## config.mk

```make
export PLATFORM = sky130hd
export DESIGN_NAME = seg7_scan_driver
export DESIGN_NICKNAME = d
export VERILOG_FILES = /design/src/rtl/seg7_pkg.sv /design/src/rtl/bin2bcd_seq.sv /design/src/rtl/seg7_scan_driver.sv
export SDC_FILE = /design/constraint.sdc
export NUM_CORES = 1
export LEC_CHECK = 0
export BUFFER_PORTS_ARGS = -buffer_cell sky130_fd_sc_hd__buf_2
export CORE_UTILIZATION = 61
export DETAILED_ROUTE_END_ITERATION = 10
export PLACE_DENSITY = 0.8
export SLEW_MARGIN = 20
export SYNTH_ARGS = -nofsm -noshare
export SYNTH_HDL_FRONTEND = slang
export SYNTH_HIERARCHICAL = 1
export SYNTH_SLANG_ARGS = --single-unit
```

## constraint.sdc

```tcl
create_clock -name clock -period 2.4 [get_ports clock]
set_clock_uncertainty 0.15 [all_clocks]
set_input_delay 0.36 -clock clock [delete_from_list [all_inputs] [get_ports clock]]
set_output_delay 0.36 -clock clock [all_outputs]
set_load 0.1 [all_outputs]
```

## src/rtl/seg7_pkg.sv

```systemverilog
`default_nettype none
// ============================================================================
// Package     : seg7_pkg
// Description : Segment codes, digit indices and display-word layout shared
//               by the time-of-day counter and the 7-segment scan driver.
// Revision    : 1.0 - initial release
// ============================================================================
package seg7_pkg;

    // Segment order is {g,f,e,d,c,b,a}, active-high.
    localparam logic [6:0] SEG_0     = 7'h3F;
    localparam logic [6:0] SEG_1     = 7'h06;
    localparam logic [6:0] SEG_2     = 7'h5B;
    localparam logic [6:0] SEG_3     = 7'h4F;
    localparam logic [6:0] SEG_4     = 7'h66;
    localparam logic [6:0] SEG_5     = 7'h6D;
    localparam logic [6:0] SEG_6     = 7'h7D;
    localparam logic [6:0] SEG_7     = 7'h07;
    localparam logic [6:0] SEG_8     = 7'h7F;
    localparam logic [6:0] SEG_9     = 7'h6F;
    localparam logic [6:0] SEG_BLANK = 7'h00;
    localparam logic [6:0] SEG_DASH  = 7'h40;

    localparam logic [1:0] DIGIT_MIN_U = 2'd0;
    localparam logic [1:0] DIGIT_MIN_T = 2'd1;
    localparam logic [1:0] DIGIT_HR_U  = 2'd2;
    localparam logic [1:0] DIGIT_HR_T  = 2'd3;

    localparam int DW_WIDTH     = 12;
    localparam int DW_VALID_BIT = 11;
    localparam int DW_HOUR_LSB  = 6;
    localparam int DW_HOUR_W    = 5;
    localparam int DW_MIN_LSB   = 0;
    localparam int DW_MIN_W     = 6;

    localparam logic [4:0] HOUR_MAX = 5'd23;
    localparam logic [5:0] MIN_MAX  = 6'd59;

    typedef enum logic {
        CONV_IDLE = 1'b0,
        CONV_BUSY = 1'b1
    } conv_state_t;

    function automatic logic [6:0] bcd_to_seg(input logic [3:0] val);
        logic [6:0] seg;
        case (val)
            4'd0:    seg = SEG_0;
            4'd1:    seg = SEG_1;
            4'd2:    seg = SEG_2;
            4'd3:    seg = SEG_3;
            4'd4:    seg = SEG_4;
            4'd5:    seg = SEG_5;
            4'd6:    seg = SEG_6;
            4'd7:    seg = SEG_7;
            4'd8:    seg = SEG_8;
            4'd9:    seg = SEG_9;
            default: seg = SEG_DASH;
        endcase
        return seg;
    endfunction

endpackage
`default_nettype wire

```

## src/rtl/bin2bcd_seq.sv

```systemverilog
`default_nettype none
// ============================================================================
// Module      : bin2bcd_seq
// Description : Sequential 6-bit binary to two-digit BCD converter using
//               repeated subtract-10; results held until the next start.
// Revision    : 1.0 - initial release
// ============================================================================
module bin2bcd_seq
    import seg7_pkg::*;
(
    input  logic       clock,
    input  logic       reset,
    input  logic       start,
    input  logic [5:0] bin,
    output logic [3:0] tens,
    output logic [3:0] units,
    output logic       done
);

    conv_state_t r_state, w_state_n;
    logic [5:0]  r_rem,   w_rem_n;
    logic [3:0]  r_acc,   w_acc_n;
    logic [3:0]  r_tens,  w_tens_n;
    logic [3:0]  r_units, w_units_n;
    logic        r_done,  w_done_n;

    always_ff @(posedge clock or posedge reset) begin
        if (reset) begin
            r_state <= CONV_IDLE;
            r_rem   <= '0;
            r_acc   <= '0;
            r_tens  <= '0;
            r_units <= '0;
            r_done  <= 1'b0;
        end else begin
            r_state <= w_state_n;
            r_rem   <= w_rem_n;
            r_acc   <= w_acc_n;
            r_tens  <= w_tens_n;
            r_units <= w_units_n;
            r_done  <= w_done_n;
        end
    end

    // A new start always restarts, even mid-conversion.
    always_comb begin
        w_state_n = r_state;
        w_rem_n   = r_rem;
        w_acc_n   = r_acc;
        w_tens_n  = r_tens;
        w_units_n = r_units;
        w_done_n  = 1'b0;
        if (start) begin
            w_rem_n   = bin;
            w_acc_n   = '0;
            w_state_n = CONV_BUSY;
        end else if (r_state == CONV_BUSY) begin
            if (r_rem >= 6'd10) begin
                w_rem_n = r_rem - 6'd10;
                w_acc_n = r_acc + 4'd1;
            end else begin
                w_tens_n  = r_acc;
                w_units_n = r_rem[3:0];
                w_done_n  = 1'b1;
                w_state_n = CONV_IDLE;
            end
        end
    end

    assign tens  = r_tens;
    assign units = r_units;
    assign done  = r_done;

endmodule
`default_nettype wire

```

## src/rtl/seg7_scan_driver.sv

```systemverilog
`default_nettype none
// ============================================================================
// Module      : seg7_scan_driver
// Description : Multiplexed 4-digit HH:MM 7-segment driver with per-frame
//               snapshot, sequential BCD conversion and tear-free updates.
// Revision    : 1.0 - initial release
// ============================================================================
module seg7_scan_driver
    import seg7_pkg::*;
#(
    parameter int SCAN_DIV_W     = 10,
    parameter bit SEG_ACTIVE_LOW = 1'b0,
    parameter bit LZ_BLANK       = 1'b1
)(
    input  logic                clock,
    input  logic                reset,
    input  logic [DW_WIDTH-1:0] data_show,
    input  logic [2:0]          byte_status,
    output logic [6:0]          segment,
    output logic [3:0]          bytee
);

    localparam logic [6:0] SEG_OFF = SEG_ACTIVE_LOW ? 7'h7F : 7'h00;

    logic [SCAN_DIV_W-1:0] r_cnt;
    logic [1:0]            r_digit;
    logic [DW_WIDTH-1:0]   r_shadow;
    logic                  r_start;
    logic                  r_hr_rdy, r_min_rdy;
    logic [3:0][6:0]       r_disp;
    logic [3:0][6:0]       w_disp_n;

    logic                  w_cnt_zero, w_snap, w_frame_end;
    logic [DW_HOUR_W-1:0]  w_hour;
    logic [DW_MIN_W-1:0]   w_min;
    logic                  w_valid;
    logic [3:0]            w_hr_t, w_hr_u, w_min_t, w_min_u;
    logic                  w_hr_done, w_min_done;
    logic [1:0]            w_sel;
    logic [6:0]            w_seg;

    assign w_cnt_zero  = (r_cnt == '0);
    assign w_snap      = (r_digit == DIGIT_HR_T) && w_cnt_zero;
    assign w_frame_end = (r_digit == DIGIT_HR_T) && (&r_cnt);

    assign w_valid = r_shadow[DW_VALID_BIT];
    assign w_hour  = r_shadow[DW_HOUR_LSB +: DW_HOUR_W];
    assign w_min   = r_shadow[DW_MIN_LSB +: DW_MIN_W];

    always_ff @(posedge clock or posedge reset) begin
        if (reset) begin
            r_cnt   <= '0;
            r_digit <= DIGIT_MIN_U;
        end else begin
            r_cnt <= r_cnt + 1'b1;
            if (&r_cnt) begin
                r_digit <= r_digit + 2'd1;
            end
        end
    end

    // Snapshot one dwell before the frame boundary so conversion completes in time.
    always_ff @(posedge clock or posedge reset) begin
        if (reset) begin
            r_shadow  <= '0;
            r_start   <= 1'b0;
            r_hr_rdy  <= 1'b0;
            r_min_rdy <= 1'b0;
        end else begin
            r_start <= w_snap;
            if (w_snap) begin
                r_shadow <= data_show;
            end
            if (r_start) begin
                r_hr_rdy  <= 1'b0;
                r_min_rdy <= 1'b0;
            end else begin
                if (w_hr_done)  r_hr_rdy  <= 1'b1;
                if (w_min_done) r_min_rdy <= 1'b1;
            end
        end
    end

    bin2bcd_seq u_hr_bcd (
        .clock (clock),
        .reset (reset),
        .start (r_start),
        .bin   ({1'b0, w_hour}),
        .tens  (w_hr_t),
        .units (w_hr_u),
        .done  (w_hr_done)
    );

    bin2bcd_seq u_min_bcd (
        .clock (clock),
        .reset (reset),
        .start (r_start),
        .bin   (w_min),
        .tens  (w_min_t),
        .units (w_min_u),
        .done  (w_min_done)
    );

    always_comb begin
        w_disp_n = {4{SEG_BLANK}};
        if (w_valid) begin
            if ((w_hour > HOUR_MAX) || (w_min > MIN_MAX)) begin
                w_disp_n = {4{SEG_DASH}};
            end else begin
                w_disp_n[DIGIT_MIN_U] = bcd_to_seg(w_min_u);
                w_disp_n[DIGIT_MIN_T] = bcd_to_seg(w_min_t);
                w_disp_n[DIGIT_HR_U]  = bcd_to_seg(w_hr_u);
                w_disp_n[DIGIT_HR_T]  = (LZ_BLANK && (w_hr_t == 4'd0)) ? SEG_BLANK
                                                                      : bcd_to_seg(w_hr_t);
            end
        end
    end

    // Display regs change only at the frame boundary, so a frame is never mixed.
    always_ff @(posedge clock or posedge reset) begin
        if (reset) begin
            r_disp <= {4{SEG_BLANK}};
        end else if (w_frame_end && r_hr_rdy && r_min_rdy) begin
            r_disp <= w_disp_n;
        end
    end

    assign w_sel = byte_status[2] ? byte_status[1:0] : r_digit;
    assign w_seg = r_disp[w_sel];

    always_ff @(posedge clock or posedge reset) begin
        if (reset) begin
            segment <= SEG_OFF;
            bytee   <= 4'b0000;
        end else begin
            segment <= SEG_ACTIVE_LOW ? ~w_seg : w_seg;
            bytee   <= w_cnt_zero ? 4'b0000 : (4'b0001 << w_sel);
        end
    end

endmodule
`default_nettype wire
```

==> impl_metrics.yaml, run 1 <==
grt:
  grt_pass1_vias: 3293
  grt_max_degree: 64
  grt_overflow: 0
  grt_pass1_wl_um: 15700
  antenna_found_initial: 0
  grt_use_total_pct: 23.1
synthesis:
  yosys.area_share.simple_pct: 13.4
  syn_area_per_cell_um2: 11.2
  yosys-top-cells-area: "dfrtp_1 (50%), mux2_4 (7.4%), ha_1 (6.4%)"
  synthArstFlopShare_pct: 100
  synth_top_area_share_pct: 50.0
  ys.flop_type: "dfrtp_1"
  yosysUniqueCellTypes: 48
  synthesis.area_mm2: 0.00530
  synth-xor-area-share_pct: 3.47
  synth_compound_area_share_pct: 9.49
  ys.warnings.count: 6
  netlist_instances: 472
  ys_seq_area_share_pct: 50.0
  synth_nets: 516
  synth.area.mux_share_pct: 13.1
  synth.most_common_cell: "dfrtp_1"
  synth_area_leader_cell: "dfrtp_1"
  synth_common_cells: "dfrtp_1 (106), o21ai_0 (54), nand2_1 (49)"
  synth_top_family_by_area: "simple AND/OR/NAND/NOR gates"
  synth-edff-count: 0
  synth-seq-cells: 106
  synth_fa_ha_area_share_pct: 6.37
sta:
  max_freq_mhz: 492
  rsz0062_at_grt: "no"
  finalMaxSlewViolations: 0
  timing.final.crit_period_ns: 2.03
  worstMarginPinSlew_ns: 0.757
  setup_viol: 0
  finalHoldViolCount: 0
  timing.final.crit_share_pct: 84.7
  relSlewSlack_pct: 49.4
  tns_ns: 0
clocking:
  clockBufferDepth: 2
  clk_latency_ns: 0.36
  cts-root-buf: "clkbuf_8"
  numCtsBuffers: 9
  h-tree-depth: 3
  clk_pin_slew_worst_paths_ns: 0.09
  post_cts_resized: 0
  cts_tree: "done"
  cts.sinks: 106
pwr:
  ir_drop_mv: 0.309
  p_leak_nw: 2.80
  p_per_area_mw_per_mm2: 547
layout:
  multiInputGateArea_mm2: 0.00244
  drive_above_1_share_pct: 19.7
  regArea_mm2: 0.00265
  fillerInstances: 603
  area_growth_pct: 8.02
  layout.nets: 537
  n_antenna_cell: 0
  final_util_pct: 69.0
floorplanning:
  core_mm2: 0.00830
  io-pin-count: 28
  rows: 33
  die_w_um: 95.2
  die_area_mm2: 0.00907
  dieHeight_um: 95.2
  start_util_pct: 63.9
routing:
  wl_per_cell_um: 15.6
  drtAntennaViolNets: 0
  via_per_inst: 5.60
  totalWireLength_um: 9420
  first_pass_iters: 5
  drt_iter0_markers: 145
  num_vias: 3378
  remaining_drc_errors: 0
placement:
  place.gp.congestion: 0.769
  port_buffers: 27
  dp_hpwl_um: 6770
run_status:
  status: "finished clean"
job:
  maxCapViolations: 0
worst_hold_path:
  min_path_type: "input port to flip-flop"
critical_path:
  crit_required_ns: 2.50
  start_kind: "flip-flop"
  crit_type: "flip-flop to flip-flop"
  crit_path_end_kind: "flip-flop"
  timing.critical_path.arrival_ns: 2.13
  critPathMaxFanout: 12
  r2r_slack_ns: 0.37
## per-layer routing
layer  track usage, %  part of all wire [%]  vias up
li1                 -                     -     1660
met1             31.3                    46     1626
met2             37.9                    49       76
met3             3.35                   3.3       16
met4             8.71                   1.6        0
met5                0                     0        -
## timing repair
item | 4_1_cts | 5_1_grt
buffers inserted | 0 | 0
hold buffers | 1 | 0
hold endpoints to repair | 24 | 0
## worst paths after layout
path / depth (start not counted) / end / start
setup / recovery: 4 / r_shadow[6] / r_cnt[7]
hold / removal: 2 / r_shadow[4] / data_show[4]
setup reg to reg: 4 / r_shadow[6] / r_cnt[7]
hold reg to reg: 2 / r_min_rdy / u_min_bcd/done
max in group asynchronous: 3 / u_min_bcd/units[1] / reset
min in group asynchronous: 3 / r_shadow[10] / reset
## cells in the final DEF (no fill, tap or decap), types with 7 or more instances in the layout
master and instances:
a21oi_1 8, and3_1 8, buf_2 27, clkbuf_8 9
dfrtp_1 106, ha_1 27, inv_1 24, mux2_4 26
mux2i_1 8, mux4_2 7, nand2_1 49, nand2b_1 7
nor2_1 19, nor2b_1 16, o21ai_0 54, xnor2_1 9
xor2_1 12
## final cells by class
class                   count  area share, %
inverters                  25           1.64
clock inverters             6           1.59
well taps                 105           2.29
multi-input cells         318           42.5
flip-flops and latches    106           46.3
repair buffers             33           3.41
clock buffers              10           2.23
## state kept, by name, indices dropped and copies added (netlist names), 2 cells and up
register         flops
u_hr_bcd/units       4
r_cnt               10
r_shadow            12
u_hr_bcd/tens        4
u_min_bcd/tens       4
r_digit              2
r_disp              28
segment              7
u_min_bcd/r_acc      4
u_hr_bcd/r_rem       6
u_min_bcd/units      4
u_hr_bcd/r_acc       4
u_min_bcd/r_rem      6
bytee                4
## metrics by stage
stage | hold WS (ns) | setup slack, ns | std cells | power (mW) | cell area (um2)
final | 0.0698 | 0.368 | 603 | 3.13 | 5730
after global routing | 0.0639 | 0.221 | 603 | 3.24 | 5730
after CTS | 0.0566 | 0.364 | 603 | 3.16 | 5730
after detailed placement | 0.111 | 0.395 | 586 | 1.99 | 5500
after global placement | 0.105 | 0.450 | 586 | 1.98 | 5500
after floorplan | 0.174 | 0.235 | 472 | 1.94 | 5300
## critical path, cell delays in order (launching register included)
cell and delay (ns):
dfrtp_1 0.44, nor4_2 0.32, and3_1 0.22, nand3_2 0.35, mux2_4 0.43
## where the power goes
part | switching (mW) | internal (mW)
Combinational | 0.0974 | 0.0472
Sequential | 0.00991 | 1.80
Clock | 0.589 | 0.589
Total | 0.696 | 2.43
## cell families (layout without fill, tap and decap cells)
| logic type | after synthesis | in the layout |
|---|---|---|
| xor gates and xnor gates | 21 | 21 |
| AOI/OAI and AO/OA | 87 | 87 |
| and+or+nand+nor | 135 | 135 |
| adders and majority gates | 27 | 27 |
| buffers and inverters | 48 | 74 |
| other | 1 | 1 |
| DFF | 106 | 106 |
| muxes | 47 | 47 |
Power figures use the tool's default switching activity.
==> inputs of run 2 (changes only) <==
CORE_UTILIZATION = 55   (was 61)
PLACE_DENSITY = 0.76   (was 0.8)
clock period = 1.8 ns   (was 2.4 ns; I/O delays follow)
==> run 2 against run 1 <==
- sequential cell count unchanged
- combinational power up 54%
- register-to-register slack got worse by 0.36 ns
- utilization decreased by 1.8 points
- highest routed layer unchanged
==> impl_metrics.yaml, run 2 (same netlist as run 1, synthesis figures left out) <==
clocking:
  clk_pin_slew_worst_paths_ns: 0.10
  h-tree-depth: 3
  clk_latency_ns: 0.37
  cts-root-buf: "clkbuf_8"
  cts.sinks: 106
  cts_tree: "done"
  clockBufferDepth: 2
  numCtsBuffers: 9
placement:
  port_buffers: 27
  dp_hpwl_um: 7130
  placed_area_mm2: 0.00581
  place.gp.congestion: 0.863
sta:
  finalMaxSlewViolations: 0
  max_freq_mhz: 558
  timing.final.crit_share_pct: 99.6
  rsz0062_at_grt: "yes"
  timing.final.crit_period_ns: 1.79
  finalHoldViolCount: 0
  setup_viol: 0
layout:
  layout_common_cells: "dfrtp_1 (106), o21ai_0 (53), nand2_1 (49), buf_4 (35)"
  largest-register: "r_disp"
  stdcell_area_mm2: 0.00624
  n_antenna_cell: 0
  final_util_pct: 67.2
  area_growth_pct: 17.7
  largestRegisters: "r_disp x28, r_shadow x12, r_cnt x10"
  layout.nets: 585
  largest_register_ff_count: 28
  final_common_cell: "dfrtp_1"
  drive_above_1_share_pct: 25.3
routing:
  wl_per_cell_um: 14.7
  drtAntennaViolNets: 0
  met2WireLength_um: 4990
  wl_met1_um: 4560
  num_vias: 3528
  highest_layer: "met4"
  via_per_inst: 5.23
  first_pass_iters: 6
  totalWireLength_um: 9910
  wl_met3_um: 212
  drt_iter0_markers: 123
  remaining_drc_errors: 0
floorplanning:
  core_mm2: 0.00928
  start_util_pct: 57.1
  dieHeight_um: 100
  die_area_mm2: 0.0100
  die_w_um: 100
  rows: 35
  io-pin-count: 28
worst_hold_path:
  min_path_type: "input port to asynchronous set/reset pin"
critical_path:
  timing.critical_path.arrival_ns: 1.91
  critPathMaxFanout: 4
  r2r_slack_ns: 0.007
  crit_path_end_kind: "flip-flop"
  crit_type: "flip-flop to flip-flop"
  crit_required_ns: 1.91
  rr_worst_depth: 5
  start_kind: "flip-flop"
grt:
  grt_use_total_pct: 21.3
  grt_max_degree: 63
  antenna_found_initial: 0
  grt_pass1_vias: 3421
  grt_pass1_wl_um: 16400
  grt_overflow: 0
job:
  maxCapViolations: 0
pwr:
  p_per_area_mw_per_mm2: 704
  ir_drop_mv: 0.328
  p_leak_nw: 3.08
run_status:
  status: "finished clean"
[run 2: cell types whose count changed in the layout (fill, tap and decap cells not counted), moves of 2 or more]
cell | previous run | this run
buf_4 | 4 | 35
or3_4 | 0 | 2
buf_12 | 1 | 3
dlygate4sd3_1 | 1 | 13
or3_1 | 2 | 0
buf_6 | 0 | 3
[run 2: area by class of cell]
cell class	instances	area, um2
Timing Repair Buffer	81	622
Inverter	25	97.6
Fill cell	684	3040
Multi-Input combinational cell	318	2460
Tap cell	129	161
Clock buffer	10	138
Sequential cell	106	2650
Clock inverter	6	111
[run 2: through the flow]
step                      cells  hold WS [ns]  worst slack [ns]  setup TNS [ns]  total power [mW]
final                       675         0.191           0.00700               0              4.40
after floorplan             472        0.0838            0.0121               0              2.59
after detailed placement    643        0.0460           0.00818               0              2.66
after CTS                   671       0.00209            0.0111               0              4.43
after global placement      643        0.0435            0.0321               0              2.66
after global routing        675         0.194           -0.0343          -0.274              4.58
[run 2: report_power, final]
part           switching (mW)  internal (mW)  leakage (nW)  total [mW]
sequential             0.0117           2.40          1.43        2.41
clock                   0.799          0.964         0.123        1.76
combinational           0.135         0.0883          1.53       0.223
[run 2: critical path, stage by stage, from the launching register on]
cell and delay (ns):
dfrtp_1 0.39, o21a_2 0.22, nand2b_4 0.14, or3_4 0.34, buf_4 0.17, mux2_4 0.29
[run 2: per-layer routing]
metal	track usage, %	up-vias
li1	-	1759
met1	28.1	1705
met2	35.6	49
met3	4.04	15
met4	7.02	0
met5	0	-
[run 2: path summary, 6_finish.rpt]
path | endpoint | from
worst max-delay path | u_hr_bcd/units[0] | u_hr_bcd/r_rem[2]
worst min-delay path | r_shadow[6] | reset
worst max register to register | u_hr_bcd/units[0] | u_hr_bcd/r_rem[2]
worst min register to register | r_min_rdy | u_min_bcd/done
max in group asynchronous | segment[3] | reset
min in group clock | bytee[1] | byte_status[1]
[run 2: what timing repair did]
action                                  in CTS  in global routing
hold buffers                                12                  1
endpoints found under the hold margin      117                  1
resized for setup                            2                 10
endpoints found under the setup margin       5                 34
gates cloned                                 0                  2
setup buffers                                0                  1
==> inputs of run 3 (changes only) <==
SETUP_SLACK_MARGIN = 0.15   (was unset)
==> run 3 against run 2 <==
- the run now ends with negative setup slack left
- critical endpoint is now u_min_bcd/tens[0]
- utilization up 6.5 points
- combinational power up 10%
- global-route usage up 2.3 points
- largest cell class is now multi-input gates
- sequential power about the same
==> impl_metrics.yaml, run 3 (same netlist as run 1, synthesis figures left out) <==
critical_path:
  slowest_delay_ns: 0.42
  crit_required_ns: 1.90
  start_kind: "flip-flop"
  crit_path_end_kind: "flip-flop"
  critPathTopFamily: "simple AND/OR/NAND/NOR gates"
  path_cells: "o21a_2 > nand2b_4 > or3_4 > buf_6 > mux2_4"
  critPathMaxFanout: 5
  cp-startpoint: "u_min_bcd/r_rem[1]"
  timing.critical_path.arrival_ns: 1.92
  crit_type: "flip-flop to flip-flop"
  crit_buf_inv: 1
  rr_startpoint: "u_min_bcd/r_rem[1]"
  slowest_stage: "dfrtp_1"
layout:
  fillerInstances: 630
  largestRegisters: "r_disp x28, r_shadow x12, r_cnt x10"
  largest_register_ff_count: 28
  drive_above_1_share_pct: 37.7
  largest-register: "r_disp"
  final_util_pct: 73.7
  layout.nets: 602
  stdcell_area_mm2: 0.00684
  layoutNonFillerInstCount: 692
  final_common_cell: "dfrtp_1"
  layout_common_cells: "dfrtp_1 (106), buf_4 (35), buf_2 (27), mux2_4 (26)"
  n_antenna_cell: 0
  area_growth_pct: 29.1
run_status:
  violations: "negative setup slack"
  status: "complete, but fails checks"
sta:
  setup_viol: 5
  holdWs_ns: 0.229
  max_freq_mhz: 551
  tns_ns: -0.0412
  rsz0062_at_grt: "yes"
  finalHoldViolCount: 0
  timing.final.crit_share_pct: 101
  fin_ws_ns: -0.0139
  finalMaxSlewViolations: 0
  timing.final.crit_period_ns: 1.81
routing:
  wl_per_cell_um: 17.6
  num_vias: 3782
  remaining_drc_errors: 0
  drt_iter0_markers: 148
  totalWireLength_um: 12200
  via_per_inst: 5.47
  first_pass_iters: 4
  drtAntennaViolNets: 0
floorplanning:
  rows: 35
  die_area_mm2: 0.0100
  core_mm2: 0.00928
  dieHeight_um: 100
  start_util_pct: 57.1
  io-pin-count: 28
  die_w_um: 100
job:
  maxCapViolations: 0
placement:
  dp_hpwl_um: 7260
  placed_area_mm2: 0.00581
  place.gp.congestion: 0.852
  port_buffers: 27
  dp_slack_ns: -0.0366
  dp_cells: 644
clocking:
  clk_pin_slew_worst_paths_ns: 0.11
  numCtsBuffers: 9
  cts.sinks: 106
  h-tree-depth: 3
  cts_tree: "done"
  cts-root-buf: "clkbuf_8"
  clk_latency_ns: 0.37
  clockBufferDepth: 2
pwr:
  seqPwrFrac_pct: 54.3
  comb_power_share_pct: 5.5
  internal_power_mw: 3.43
  total_power_mw: 4.44
  p_clk_share_pct: 40.1
  swShare_pct: 22.7
  p_per_area_mw_per_mm2: 648
  switchingPower_mw: 1.01
  ir_drop_mv: 0.398
  p_leak_nw: 3.32
grt:
  grt_pass1_wl_um: 18100
  antenna_found_initial: 0
  grt_overflow: 0
  grt_max_degree: 55
  grt_pass1_vias: 3707
  grt_use_total_pct: 23.6
worst_hold_path:
  worstHoldStart: "byte_status[0]"
  min_path_type: "input port to flip-flop"
-- run 3: cell types whose count changed in the layout (fill, tap and decap cells not counted), sizes merged --
| cell | before | now |
|---|---|---|
| clkinvlp | 2 | 1 |
| buf | 68 | 81 |
| clkbuf | 10 | 13 |
| clkinv | 1 | 3 |
-- run 3: power groups by stage --
stage	Clock, mW	Combinational [mW]	Sequential [mW]
after CTS	1.80	0.232	2.41
after global placement	0	0.201	2.46
after detailed placement	0	0.206	2.46
final	1.78	0.246	2.41
after floorplan	0	0.100	2.49
after global routing	1.89	0.267	2.41
-- run 3: cell type report --
cell class,instances,area [um2],area share [%]
multi-input combinational,318,2800,40.8
sequential,106,2650,38.8
timing repair buffer,98,888,13.0
tap,129,161,2.36
clock inverter,7,125,1.83
clock buffer,9,124,1.81
inverter,25,97.6,1.43
-- run 3: metal layers --
layer,share of wire [%],GRT usage (%)
met3,3.3,3.34
met1,41,31.9
met2,52,38.9
met5,0,0
met4,3.8,8.92
-- run 3: worst paths after layout --
path | depth (start not counted) | slack [ns] | end
min | 4 | 0.23 | bytee[2]
min reg2reg | 1 | 0.34 | r_cnt[0]
max in group asynchronous | 4 | 0.64 | r_cnt[4]
min in group asynchronous | 3 | 0.29 | r_shadow[6]
max | 5 | -0.01 | u_min_bcd/tens[0]
max reg2reg | 5 | -0.01 | u_min_bcd/tens[0]
-- run 3: what timing repair did --
action | 4_1_cts | 5_1_grt
gates cloned | 3 | 6
hold buffers | 13 | 0
buffers inserted | 4 | 6
gates resized for setup | 19 | 116
endpoints found under the setup margin | 39 | 71
hold endpoints to repair | 64 | 0
pin swaps | 1 | 32
-- run 3: worst reg2reg max path: stages (launching register included) --
cell and delay (ns):
dfrtp_1 0.42, o21a_2 0.21, nand2b_4 0.14, or3_4 0.34, buf_6 0.15, mux2_4 0.30
